===== config.mk =====
export PLATFORM = sky130hd
export DESIGN_NAME = mem_port_arbiter
export DESIGN_NICKNAME = d
export VERILOG_FILES = /design/src/rtl/mem_port_arbiter.sv
export SDC_FILE = /design/constraint.sdc
export NUM_CORES = 1
export LEC_CHECK = 0
export CAP_MARGIN = 5
export CORE_AREA = 2 2 107 109
export CTS_CLUSTER_SIZE = 8
export DETAILED_ROUTE_END_ITERATION = 10
export DIE_AREA = 0 0 109 111
export DONT_BUFFER_PORTS = 1
export PLACE_DENSITY = 0.56
export RECOVER_POWER = 25
export SETUP_SLACK_MARGIN = 0.1
export SLEW_MARGIN = 5
export SYNTH_ARGS = -nofsm -noshare
export SYNTH_HDL_FRONTEND = slang
export SYNTH_SLANG_ARGS = --single-unit

===== constraint.sdc =====
create_clock -name clk -period 3.94 [get_ports clk]
set_input_delay 0.197 -clock clk [delete_from_list [all_inputs] [get_ports clk]]
set_output_delay 0.197 -clock clk [all_outputs]
set_load 0.01 [all_outputs]

===== src/rtl/mem_port_arbiter.sv =====
// Shares one memory port between instruction fetch and load/store, with one
// transaction in flight, LS priority, and a starvation bound for fetch.
module mem_port_arbiter #(
    parameter int ADDR_W       = 32,
    parameter int DATA_W       = 32,
    parameter int STARVE_LIMIT = 4
) (
    input  logic                clk,
    input  logic                reset,
    input  logic                if_req,
    input  logic [ADDR_W-1:0]   if_addr,
    output logic                if_gnt,
    output logic                if_rvalid,
    output logic [DATA_W-1:0]   if_rdata,
    input  logic                ls_req,
    input  logic                ls_we,
    input  logic [ADDR_W-1:0]   ls_addr,
    input  logic [DATA_W-1:0]   ls_wdata,
    input  logic [DATA_W/8-1:0] ls_be,
    output logic                ls_gnt,
    output logic                ls_rvalid,
    output logic [DATA_W-1:0]   ls_rdata,
    output logic                mem_req,
    output logic                mem_we,
    output logic [ADDR_W-1:0]   mem_addr,
    output logic [DATA_W-1:0]   mem_wdata,
    output logic [DATA_W/8-1:0] mem_be,
    input  logic                mem_gnt,
    input  logic                mem_rvalid,
    input  logic [DATA_W-1:0]   mem_rdata,
    output logic                stall,
    output logic                err_spurious
);

    // state     | meaning
    // IDLE      | no transaction, arbitrate requesters this cycle
    // WAIT_GNT  | mem_req asserted with latched payload, waiting for mem_gnt
    // WAIT_RESP | request accepted, waiting for mem_rvalid
    localparam logic [1:0] ST_IDLE      = 2'd0;
    localparam logic [1:0] ST_WAIT_GNT  = 2'd1;
    localparam logic [1:0] ST_WAIT_RESP = 2'd2;
    localparam logic       OWN_IF       = 1'b0;
    localparam logic       OWN_LS       = 1'b1;
    localparam logic [3:0] LIMIT        = 4'(STARVE_LIMIT);

    logic [1:0]          r_state;
    logic                r_owner;
    logic [3:0]          r_starve_cnt;
    logic                r_mem_req;
    logic                r_mem_we;
    logic [ADDR_W-1:0]   r_mem_addr;
    logic [DATA_W-1:0]   r_mem_wdata;
    logic [DATA_W/8-1:0] r_mem_be;
    logic                r_err_spurious;

    logic w_idle;
    logic w_ls_win;
    logic w_gnt_ls;
    logic w_gnt_if;
    logic w_resp;

    // Fetch wins over a concurrent LS request only once it has lost LIMIT times in a row.
    assign w_idle   = (r_state == ST_IDLE) & ~reset;
    assign w_ls_win = ls_req & ~(if_req & (r_starve_cnt == LIMIT));
    assign w_gnt_ls = w_idle & w_ls_win;
    assign w_gnt_if = w_idle & if_req & ~w_ls_win;
    assign w_resp   = (r_state == ST_WAIT_RESP) & mem_rvalid;

    assign if_gnt       = w_gnt_if;
    assign ls_gnt       = w_gnt_ls;
    assign if_rvalid    = w_resp & (r_owner == OWN_IF);
    assign ls_rvalid    = w_resp & (r_owner == OWN_LS);
    assign if_rdata     = mem_rdata;
    assign ls_rdata     = mem_rdata;
    assign mem_req      = r_mem_req;
    assign mem_we       = r_mem_we;
    assign mem_addr     = r_mem_addr;
    assign mem_wdata    = r_mem_wdata;
    assign mem_be       = r_mem_be;
    assign err_spurious = r_err_spurious;

    assign stall = (if_req & ~if_rvalid) | (ls_req & ~ls_gnt)
                 | ((r_state != ST_IDLE) & (r_owner == OWN_LS) & ~ls_rvalid)
                 | reset;

    always_ff @(posedge clk or posedge reset) begin
        if (reset) begin
            r_state        <= ST_IDLE;
            r_owner        <= OWN_IF;
            r_starve_cnt   <= 4'd0;
            r_mem_req      <= 1'b0;
            r_mem_we       <= 1'b0;
            r_mem_addr     <= '0;
            r_mem_wdata    <= '0;
            r_mem_be       <= '0;
            r_err_spurious <= 1'b0;
        end else begin
            case (r_state)
                ST_IDLE: begin
                    if (w_gnt_ls) begin
                        r_state     <= ST_WAIT_GNT;
                        r_owner     <= OWN_LS;
                        r_mem_req   <= 1'b1;
                        r_mem_we    <= ls_we;
                        r_mem_addr  <= ls_addr;
                        r_mem_wdata <= ls_wdata;
                        r_mem_be    <= ls_be;
                        if (if_req && (r_starve_cnt != LIMIT))
                            r_starve_cnt <= r_starve_cnt + 4'd1;
                    end else if (w_gnt_if) begin
                        r_state      <= ST_WAIT_GNT;
                        r_owner      <= OWN_IF;
                        r_mem_req    <= 1'b1;
                        r_mem_we     <= 1'b0;
                        r_mem_addr   <= if_addr;
                        r_mem_wdata  <= '0;
                        r_mem_be     <= '1;
                        r_starve_cnt <= 4'd0;
                    end
                end
                ST_WAIT_GNT: begin
                    if (mem_gnt) begin
                        r_mem_req <= 1'b0;
                        r_state   <= ST_WAIT_RESP;
                    end
                end
                ST_WAIT_RESP: begin
                    if (mem_rvalid)
                        r_state <= ST_IDLE;
                end
                default: r_state <= ST_IDLE;
            endcase
            // A response with no accepted request outstanding is never forwarded.
            if (mem_rvalid && (r_state != ST_WAIT_RESP))
                r_err_spurious <= 1'b1;
        end
    end

endmodule


; Yosys cells after proc, flatten, opt, wreduce, memory -nomap -nowiden
; Cells that the tools add are included.
[word_totals]
word_cells = 73
register_bits = 78
[classes]
n_reduce_logical = 10
mux = 21
eq_ne = 9
addsub = 1
bitwise = 23
[op_table]
columns = op, n
row1 = 2-to-1 mux 32 bit, 4
row2 = 2-to-1 mux 4 bit, 5
row3 = bitwise AND 1 bit, 13
row4 = AND reduction 3 bit, 3
row5 = 2-to-1 mux 2 bit, 4
row6 = NOT 1 bit, 7
row7 = 2-to-1 mux 1 bit, 6
row8 = inequality test 2 bit (second input constant), 3
row9 = case mux 2 bit (3 select lines), 1
row10 = nonzero test 2 bit, 3
row11 = adder 4 x 1 -> 4 bit (second input constant), 1
row12 = == test 4 x 3 -> 1 bit (second input constant), 1
row13 = inequality test 4 x 3 -> 1 bit (second input constant), 1
row14 = inequality test 3 bit (second input constant), 1
row15 = OR 1 bit, 3
row16 = == test 2 x 1 -> 1 bit (second input constant), 1
row17 = == test 2 bit (second input constant), 1
row18 = logical AND 1 bit, 2
row19 = logical NOT 2 bit, 1
row20 = inequality test 2 x 1 -> 1 bit (second input constant), 1
row21 = case mux 1 bit (2 select lines), 1
row22 = AND reduction 2 bit, 1

; Longest topological paths before layout
; Gate-level depths: netlist of run 1.
[logic_depth]
ltp_word = 10
ltp_mapped = 7

; Worst setup path after synthesis of run 1
; No wires, ideal clock.
[synth_path]
path_kind = flip-flop to output port
startpoint = reg r_starve_cnt[0]
endpoint = out stall
path_buffers = 1
path_stages_with_launch = 8
path_slack_ps = 2375
required_ps = 3743
arrival_time_ps = 1368
path_cell_list = dfrtp_1 inv_1 ha_1 nand4b_4 nand3_2 clkinv_2 buf_6 o22ai_1
[synth_between]
elab_chain_len = 10
[synth_rtl]
columns = item, line
row1 = "start, declared", 48  ; logic [3:0] r_starve_cnt;
row2 = "start signal, assigned", 109  ; r_starve_cnt <= r_starve_cnt + 4'd1;
row3 = == test 4 x 3 -> 1 bit, 64  ; assign w_ls_win = ls_req & ~(if_req & (r_starve_cnt == LIMIT));
row4 = bitwise AND 1 bit, 64
row5 = NOT 1 bit, 64
row6 = bitwise AND 1 bit, 64
row7 = bitwise AND 1 bit, 65  ; assign w_gnt_ls = w_idle & w_ls_win;
row8 = net ls_gnt, 20  ; output logic ls_gnt,
row9 = NOT 1 bit, 82  ; assign stall = (if_req & ~if_rvalid) | (ls_req & ~ls_gnt)
row10 = bitwise AND 1 bit, 82
row11 = OR 1 bit, 82
row12 = OR 1 bit, 83  ; | ((r_state != ST_IDLE) & (r_owner == OWN_LS) & ~ls_rvalid)
row13 = OR 1 bit, 84  ; | reset;
row14 = "end, declared", 31  ; output logic stall,
; The timed path passes the listed nets, and every way through them passes these cells.

; Worst setup path in the final report of run 1
; Same ends and word-level chain as after synthesis.

==> flow_summary.toml, run 1 <==
[floorplanning]
start_util_pct = 38.4
io_pins = 279
dieHeight_um = 111
die_w_um = 109
rows = 39
core_area_sq_um = 11100
dieArea_sq_um = 12100

[clock_network]
cts_tree = "yes"
cts_buffer_depth = 2
numCtsBuffers = 9
htree_levels = 3
insertion_delay_ps = 330
cts_sinks = 78
clk_pin_slew_worst_paths_ps = 70
post_cts_resized = 0
root_buffer = "clkbuf_16"
postCtsSetupBuffers = 0

[timing]
hold_violations = 0
tns_ps = 0
fmax_mhz = 323
period_share_pct = 78.6
tightest_slew_ps = 1560
fin_crit_ps = 3100
slew_headroom_pct = -4.60
rsz0062_at_grt = "no"
clock_skew_ps = 5.18
maxSlewViolCount = 34
finalSetupViolations = 0

[worst_setup_path]
cp_max_fo = 38
crit_required_ps = 3740
slowest_stage = "nand4b_4"
start_kind = "flip-flop"
crit_type = "flip-flop to output port"
path_depth = 6
crit_family = "simple AND/OR/NAND/NOR gates"
r2r_cells = 6
max_stage_delay_ps = 520
path_cells = "inv_1 -> ha_1 -> nand4b_4 -> nand3_2 -> clkinv_2 -> o22ai_1"
reg2reg_slack_ps = 1310
cp_num_buf_inv = 2
crit_path_end_kind = "output port"
worstPathArrival_ps = 2900

[placement]
dpl-instance-area_sq_um = 3680
placedCellCount = 405
hpwl_um = 6570
port-buffer-count = 0
gp_congestion = 0.668

[finish]
fin_area_sq_um = 4330
antenna-diode-count = 0
multi_input_area_sq_um = 1490
register_area_sq_um = 1950
drive_gt1_share_pct = 18.3
fin_nets = 448
nFillCells = 1048
final-instance-count-excl-fill = 455
utilization_pct = 39.1
syn_to_final_growth_pct = 1.68

[yosys]
synth.avg_cell_area_sq_um = 12.1
synthTopCellsByArea = "dfrtp_1, buf_4, o221a_2, a22o_1, nand4b_1"
synth_top_area_cell = "dfrtp_1"
syn_nets = 494
syn_inst = 353
synth_edf_count = 0
ys_seq_area_share_pct = 45.9
synth_top_flop_cell = "dfrtp_1"
ys_types = 36
yosys_warnings = 0
async_reset_ff_share_pct = 100
synth_top_area_share_pct = 45.9
synth_area_sq_um = 4260
yosys_register_bits = 78

[detailed_routing]
vias = 2656
via_per_inst = 5.84
wl_per_cell_um = 22.8
ant_nets = 0
dr.first_iter.drc_count = 212
drc = 0
wirelength_um = 10400
dr.pass1.iters = 4

[global_routing]
grt_pass1_vias = 2731
grt_first_pass_wirelength_um = 15300
gr-total-overflow = 0
grt_max_degree = 67
antenna_found_initial = 0
track_usage_pct = 16.5

[power]
ir_worst_vdd_mv = 0.300
power.leakage_nw = 1.71
power_density_nw_per_um2 = 799

[status]
violations = "capacitance limit, slew limit"
run_status = "finished with violations"

[worst_hold_path]
min_path_type = "input pin to flip-flop"
min_path_cells = 1

[run]
cap_violations = 1
[placed cells by master, fill, tap and decap left out, drive strengths merged, types with 2 or more instances in the layout]
cell type | Yosys | final
a21oi | 2 | 2
a22o | 33 | 33
buf | 94 | 3
clkbuf | 0 | 9
clkinv | 1 | 2
clkinvlp | 0 | 3
dfrtp | 78 | 78
dlygate4sd3 | 0 | 34
ha | 2 | 2
inv | 8 | 10
nand2 | 5 | 5
nand2b | 21 | 21
nand3 | 2 | 2
nand3b | 2 | 2
nand4 | 2 | 2
nand4b | 33 | 33
nor2 | 3 | 3
o21ai | 5 | 5
o221a | 32 | 32
o22a | 4 | 4
o22ai | 2 | 2
or2b | 14 | 14
[logic make-up after synthesis]
kind of cell / count (synthesis) / synth area share (%)
fa+ha+maj: 2 / 0.588
buf+inv: 103 / 19.1
simple gates: 85 / 15.5
compound gates: 85 / 19.0
flops: 78 / 45.9
[path summary, 6_finish.rpt]
| kind | from | end |
|---|---|---|
| min in group asynchronous | reset | mem_be[0]$_DFFE_PP0P_ |
| worst min register to register | err_spurious$_DFFE_PP0P_ | err_spurious$_DFFE_PP0P_ |
| worst max-delay path | r_starve_cnt[0]$_DFFE_PP0P_ | stall |
| worst min-delay path | ls_wdata[25] | mem_wdata[25]$_DFFE_PP0P_ |
| max in group asynchronous | reset | mem_addr[10]$_DFFE_PP0P_ |
| worst max register to register | r_starve_cnt[0]$_DFFE_PP0P_ | mem_wdata[10]$_DFFE_PP0P_ |
[synthesized netlist by cell type, types with 3 or more instances]
| master | number |
|---|---|
| a22o_1 | 33 |
| buf_12 | 4 |
| buf_2 | 11 |
| buf_4 | 66 |
| buf_6 | 13 |
| dfrtp_1 | 78 |
| inv_1 | 8 |
| nand2_1 | 5 |
| nand2b_1 | 21 |
| nand4b_1 | 32 |
| nor2_1 | 3 |
| o21ai_0 | 4 |
| o221a_1 | 3 |
| o221a_2 | 29 |
| o22a_1 | 4 |
| or2b_1 | 14 |
[cell type report]
cell class                      instances  area share, %
Multi-Input combinational cell        172           34.5
Clock inverter                          7           1.85
Clock buffer                            9           5.21
Sequential cell                        78           45.1
Timing Repair Buffer                   37           8.39
Tap cell                              143           4.14
Inverter                                9          0.839
[flip-flops by register name, indices dropped and copies added, names as in the netlist]
signal        cells
mem_wdata        32
mem_we            1
mem_addr         32
mem_req           1
r_starve_cnt      4
r_state           2
r_owner           1
mem_be            4
err_spurious      1
[what timing repair did]
action | in CTS | in global routing
endpoints found under the setup margin | 0 | 0
hold buffers | 31 | 3
hold endpoints to repair | 63 | 3
[stage by stage]
step	hold WS, ps	power (W)	setup WS, ps
floorplan	304	0.00254	1750
global placement	170	0.00256	1320
detailed placement	176	0.00259	1210
CTS	0.107	0.00349	833
global route	0.178	0.00366	633
finish	13.8	0.00346	843
[power by group]
part | total [W] | switching [W] | internal, W
combinational | 0.000917 | 0.000447 | 0.000470
clock | 0.000853 | 0.000355 | 0.000499
sequential | 0.00169 | 0.000497 | 0.00119
[metal layers]
layer	up-vias	routed length [um]	GRT usage, %
li1	1156	-	-
met1	1345	3930	18.6
met2	113	5290	27.8
met3	42	878	5.29
met4	0	265	7.61
met5	-	0	0
Note: power is estimated with default switching activity, not from simulation.
==> run 2, diff against run 1 <==
- PLACE_DENSITY: 0.56 -> 0.58
- clock period: 3.94 -> 2.6 ns (I/O delays scaled with it)
==> run 2 against run 1 <==
Largest power group unchanged. Core utilization rose by 0.84 points. Clock skew grew 0.94 ps. The flow now finishes without violations. Largest cell class unchanged. Critical endpoint unchanged. Die area unchanged.
==> flow_summary.toml, run 2 (synthesis gave the netlist of run 1 again) <==
[timing]
tns_ps = 0
rsz0062_at_grt = "no"
tightest_slew_ps = 873
finalSetupViolations = 0
fmax_mhz = 461
clock_skew_ps = 6.12
maxSlewViolCount = 0
period_share_pct = 83.4
slew_headroom_pct = 41.6
fin_crit_ps = 2170
hold_violations = 0

[clock_network]
clk_pin_slew_worst_paths_ps = 60
cts_tree = "yes"
htree_levels = 3
root_buffer = "clkbuf_16"
insertion_delay_ps = 330
numCtsBuffers = 9
cts_sinks = 78
cts_buffer_depth = 2
postCtsSetupBuffers = 0

[floorplanning]
core_area_sq_um = 11100
start_util_pct = 38.4
io_pins = 279
die_w_um = 109
rows = 39
dieHeight_um = 111
dieArea_sq_um = 12100

[finish]
final_cell_mix = "dfrtp_1, dlygate4sd3_1, a22o_1, nand4b_1, o221a_2"
syn_to_final_growth_pct = 3.85
final-instance-count-excl-fill = 468
antenna-diode-count = 0
drive_gt1_share_pct = 19.4
fin_nets = 461
nFillCells = 1040
final_common_cell = "dfrtp_1"
multi_input_area_sq_um = 1490
register_area_sq_um = 1950

[detailed_routing]
drc = 0
dr.first_iter.drc_count = 416
dr.pass1.iters = 4
vias = 2695
wl_per_cell_um = 21.7
ant_nets = 0
via_per_inst = 5.76
wirelength_um = 10200

[placement]
port-buffer-count = 0
placedCellCount = 411
hpwl_um = 6680
gp_congestion = 0.802

[power]
power_density_nw_per_um2 = 1170
ir_worst_vdd_mv = 0.411
power.leakage_nw = 1.76

[global_routing]
grt_max_degree = 45
grt_first_pass_wirelength_um = 15400
grt_pass1_vias = 2675
track_usage_pct = 16.6
gr-total-overflow = 0
antenna_found_initial = 0

[worst_hold_path]
hold_end = "r_owner$_DFFE_PP0P_"
hp-start = "reset"
min_path_cells = 2
min_path_type = "input pin to flip-flop"

[worst_setup_path]
r2r-start = "r_state[1]$_DFFE_PP0P_"
crit_path_end_kind = "output port"
r2r_cells = 4
timing.rr.end = "mem_addr[0]$_DFFE_PP0P_"
reg2reg_slack_ps = 690
worstPathArrival_ps = 2040
crit_type = "flip-flop to output port"
cp-startpoint = "r_state[1]$_DFFE_PP0P_"
start_kind = "flip-flop"
crit_required_ps = 2470
cp_max_fo = 35

[run]
cap_violations = 0

[status]
run_status = "finished, final reports clean"
==> run 2: cell types whose count changed in the layout (fill, tap and decap cells not counted), sizes merged <==
cell | before | now
buf | 3 | 9
clkinv | 2 | 5
dlygate4sd3 | 34 | 41
bufinv | 1 | 0
clkinvlp | 3 | 1
==> run 2: how the worst max path moves through the flow <==
stage,to,slack [ps],depth (start not counted)
floorplan,err_spurious$_DFFE_PP0P_,470,1
global placement,stall,670,7
detailed placement,stall,580,7
CTS,stall,210,7
global route,stall,270,5
finish,stall,430,5
==> run 2: worst max-delay path, cell delays in order, from the launching register on <==
cell	delay, ps
dfrtp_1	470
nor3_4	380
nand3_2	240
inv_4	340
o22ai_1	110
buf_4	160
==> run 2: power breakdown <==
group          internal, W  switching [W]  total [W]
combinational     0.000749       0.000681    0.00143
sequential         0.00180       0.000752    0.00255
clock             0.000656       0.000528    0.00118
==> run 2: metal layers <==
metal	up-vias	wire, um	track usage (%)
met4	0	324	9.32
met2	113	4910	25.4
li1	1186	-	-
met5	-	0	0
met3	38	928	5.11
met1	1358	4000	20.4
==> run 2: per-stage QoR <==
| stage | util, % | area [sq um] | setup slack, ps | total power, W | hold WS, ps |
|---|---|---|---|---|---|
| final | 39.9 | 4420 | 433 | 0.00517 | 24.1 |
| after global routing | 39.9 | 4420 | 270 | 0.00549 | 34.9 |
| after CTS | 39.9 | 4420 | 208 | 0.00522 | 18.5 |
| after detailed placement | 33.6 | 3730 | 578 | 0.00396 | 182 |
| after global placement | 33.6 | 3730 | 668 | 0.00391 | 179 |
| after floorplan | - | 4260 | 475 | 0.00384 | 237 |
==> run 2: repair_timing <==
item                       4_1_cts  5_1_grt
gates resized for setup          0        1
hold endpoints to repair        84        0
setup endpoints to repair        0        1
hold buffers                    41        0
==> run 2: cell type report <==
class | count | share of cell area, %
Clock buffer | 9 | 5.10
Multi-Input combinational cell | 172 | 33.7
Sequential cell | 78 | 44.2
Tap cell | 143 | 4.05
Timing Repair Buffer | 50 | 10.8
Clock inverter | 7 | 1.27
Inverter | 9 | 0.849
==> run 3, diff against run 2 <==
- PLACE_DENSITY: 0.58 -> 0.56
- clock period: 2.6 -> 2.2 ns (I/O delays scaled with it)
==> run 3 against run 2 <==
Sequential power up 18%. Register-to-register slack worse by 470 ps. First-iteration DRC count down 48%. Global-route usage up 0.31 points. Cell count up 0.43%. Clock-buffer cell count unchanged. Wire length up 1.4%.
==> flow_summary.toml, run 3 (synthesis gave the netlist of run 1 again) <==
[power]
p_seq_share_pct = 49.0
combPwrFrac_pct = 28.0
switching_share_pct = 37.9
power_density_nw_per_um2 = 1380
internal_power_w = 0.00383
power.leakage_nw = 1.78
ir_worst_vdd_mv = 0.502
clkPwrFrac_pct = 23.0
p_sw_w = 0.00234

[worst_setup_path]
crit_type = "flip-flop to flip-flop"
crit_required_ps = 2460
max_stage_delay_ps = 740
cp_num_buf_inv = 1
start_kind = "flip-flop"
r2r-start = "r_starve_cnt[0]$_DFFE_PP0P_"
cp_max_fo = 32
reg2reg_slack_ps = 220
crit_family = "compound AO/OA/AOI/OAI gates"
timing.rr.end = "mem_addr[10]$_DFFE_PP0P_"
worstPathArrival_ps = 2240
path_cells = "inv_1 -> ha_1 -> nand4b_4 -> a21boi_4 -> o221a_2"
r2r_cells = 5
crit_path_end_kind = "flip-flop"
endpoint = "mem_addr[10]$_DFFE_PP0P_"
path_depth = 5
cp-startpoint = "r_starve_cnt[0]$_DFFE_PP0P_"
slowest_stage = "a21boi_4"

[global_routing]
gr-total-overflow = 0
track_usage_pct = 16.9
antenna_found_initial = 0
grt_pass1_vias = 2766
grt_first_pass_wirelength_um = 15500
grt_max_degree = 44

[floorplanning]
core_area_sq_um = 11100
io_pins = 279
dieArea_sq_um = 12100
dieHeight_um = 111
die_w_um = 109
start_util_pct = 38.4
rows = 39

[clock_network]
cts_sinks = 78
clk_pin_slew_worst_paths_ps = 60
cts_buffer_depth = 2
numCtsBuffers = 9
root_buffer = "clkbuf_16"
htree_levels = 3
insertion_delay_ps = 340
postCtsSetupBuffers = 0
cts_tree = "yes"

[timing]
rsz0062_at_grt = "no"
fmax_mhz = 506
tns_ps = 0
period_share_pct = 89.9
slew_headroom_pct = 39.3
finalSetupViolations = 0
fin_crit_ps = 1980
maxSlewViolCount = 0
hold_violations = 0
tightest_slew_ps = 910
clock_skew_ps = 6.31

[finish]
final_common_cell = "dfrtp_1"
final_cell_mix = "dfrtp_1, dlygate4sd3_1, a22o_1, nand4b_1, o221a_2"
antenna-diode-count = 0
syn_to_final_growth_pct = 4.94
drive_gt1_share_pct = 19.9
fin_nets = 463
final-instance-count-excl-fill = 470

[placement]
port-buffer-count = 0
gp_congestion = 0.729
placedCellCount = 413
hpwl_um = 7040

[detailed_routing]
dr.first_iter.drc_count = 215
wl_per_cell_um = 21.9
vias = 2713
wirelength_um = 10300
drc = 0
dr.pass1.iters = 4
via_per_inst = 5.77
ant_nets = 0

[status]
run_status = "finished, final reports clean"

[worst_hold_path]
min_path_type = "input pin to flip-flop"

[run]
cap_violations = 0
run 3: worst reg2reg max path, stage by stage (launching register included):
cell and delay, ps:
dfrtp_1 370, inv_1 80, ha_1 230, nand4b_4 130, a21boi_4 740, o221a_2 360
run 3: how the worst min path moves through the flow:
stage | start | to | slack, ps | depth (start not counted)
2_1_floorplan | mem_gnt | r_state[0]$_DFFE_PP0P_ | 220 | 1
3_3_place_gp | reset | r_state[0]$_DFFE_PP0P_ | 140 | 2
3_5_place_dp | reset | r_state[0]$_DFFE_PP0P_ | 150 | 2
4_1_cts | ls_req | r_starve_cnt[2]$_DFFE_PP0P_ | 0.4 | 2
5_1_grt | ls_req | mem_addr[0]$_DFFE_PP0P_ | 30 | 2
6_report | reset | r_owner$_DFFE_PP0P_ | 20 | 2
run 3: power groups by stage:
stage / sequential [W] / clock [W] / combinational [W]
after floorplan: 0.00284 / 0 / 0.00171
after global placement: 0.00304 / 0 / 0.00161
after detailed placement: 0.00304 / 0 / 0.00167
after CTS: 0.00303 / 0.00146 / 0.00173
after global routing: 0.00310 / 0.00154 / 0.00191
final: 0.00302 / 0.00142 / 0.00173
run 3: cell type report:
type	count	area (sq um)
well taps	143	179
repair buffers	52	503
clock buffers	9	225
clock inverters	7	62.6
flip-flops and latches	78	1950
fillers	1042	6610
inverters	9	45.0
multi-input cells	172	1500
run 3: timing repair:
| action | CTS | global route |
|---|---|---|
| setup endpoints to repair | 2 | 1 |
| hold buffers | 41 | 0 |
| endpoints found under the hold margin | 120 | 0 |
| pin swaps | 0 | 0 |
| gates resized for setup | 1 | 2 |
run 3: layer usage:
metal / share of wire (%) / wire length, um / global-route usage, % / up-vias
met5: 0 / 0 / 0 / -
met4: 3.8 / 387 / 10.8 / 0
met3: 8.6 / 888 / 4.23 / 37
met2: 51 / 5260 / 28.6 / 142
met1: 37 / 3770 / 18.3 / 1344
li1: - / - / - / 1190
run 3: metrics by stage:
stage / area (sq um) / setup slack, ps / total power [W] / utilization (%) / hold WS, ps
finish: 4470 / 223 / 0.00617 / 40.3 / 20.5
global route: 4470 / 106 / 0.00654 / 40.3 / 25.1
global placement: 3760 / 267 / 0.00465 / 33.9 / 144
floorplan: 4260 / 649 / 0.00454 / - / 217
detailed placement: 3760 / 225 / 0.00471 / 33.9 / 150
CTS: 4460 / 102 / 0.00622 / 40.2 / 0.357
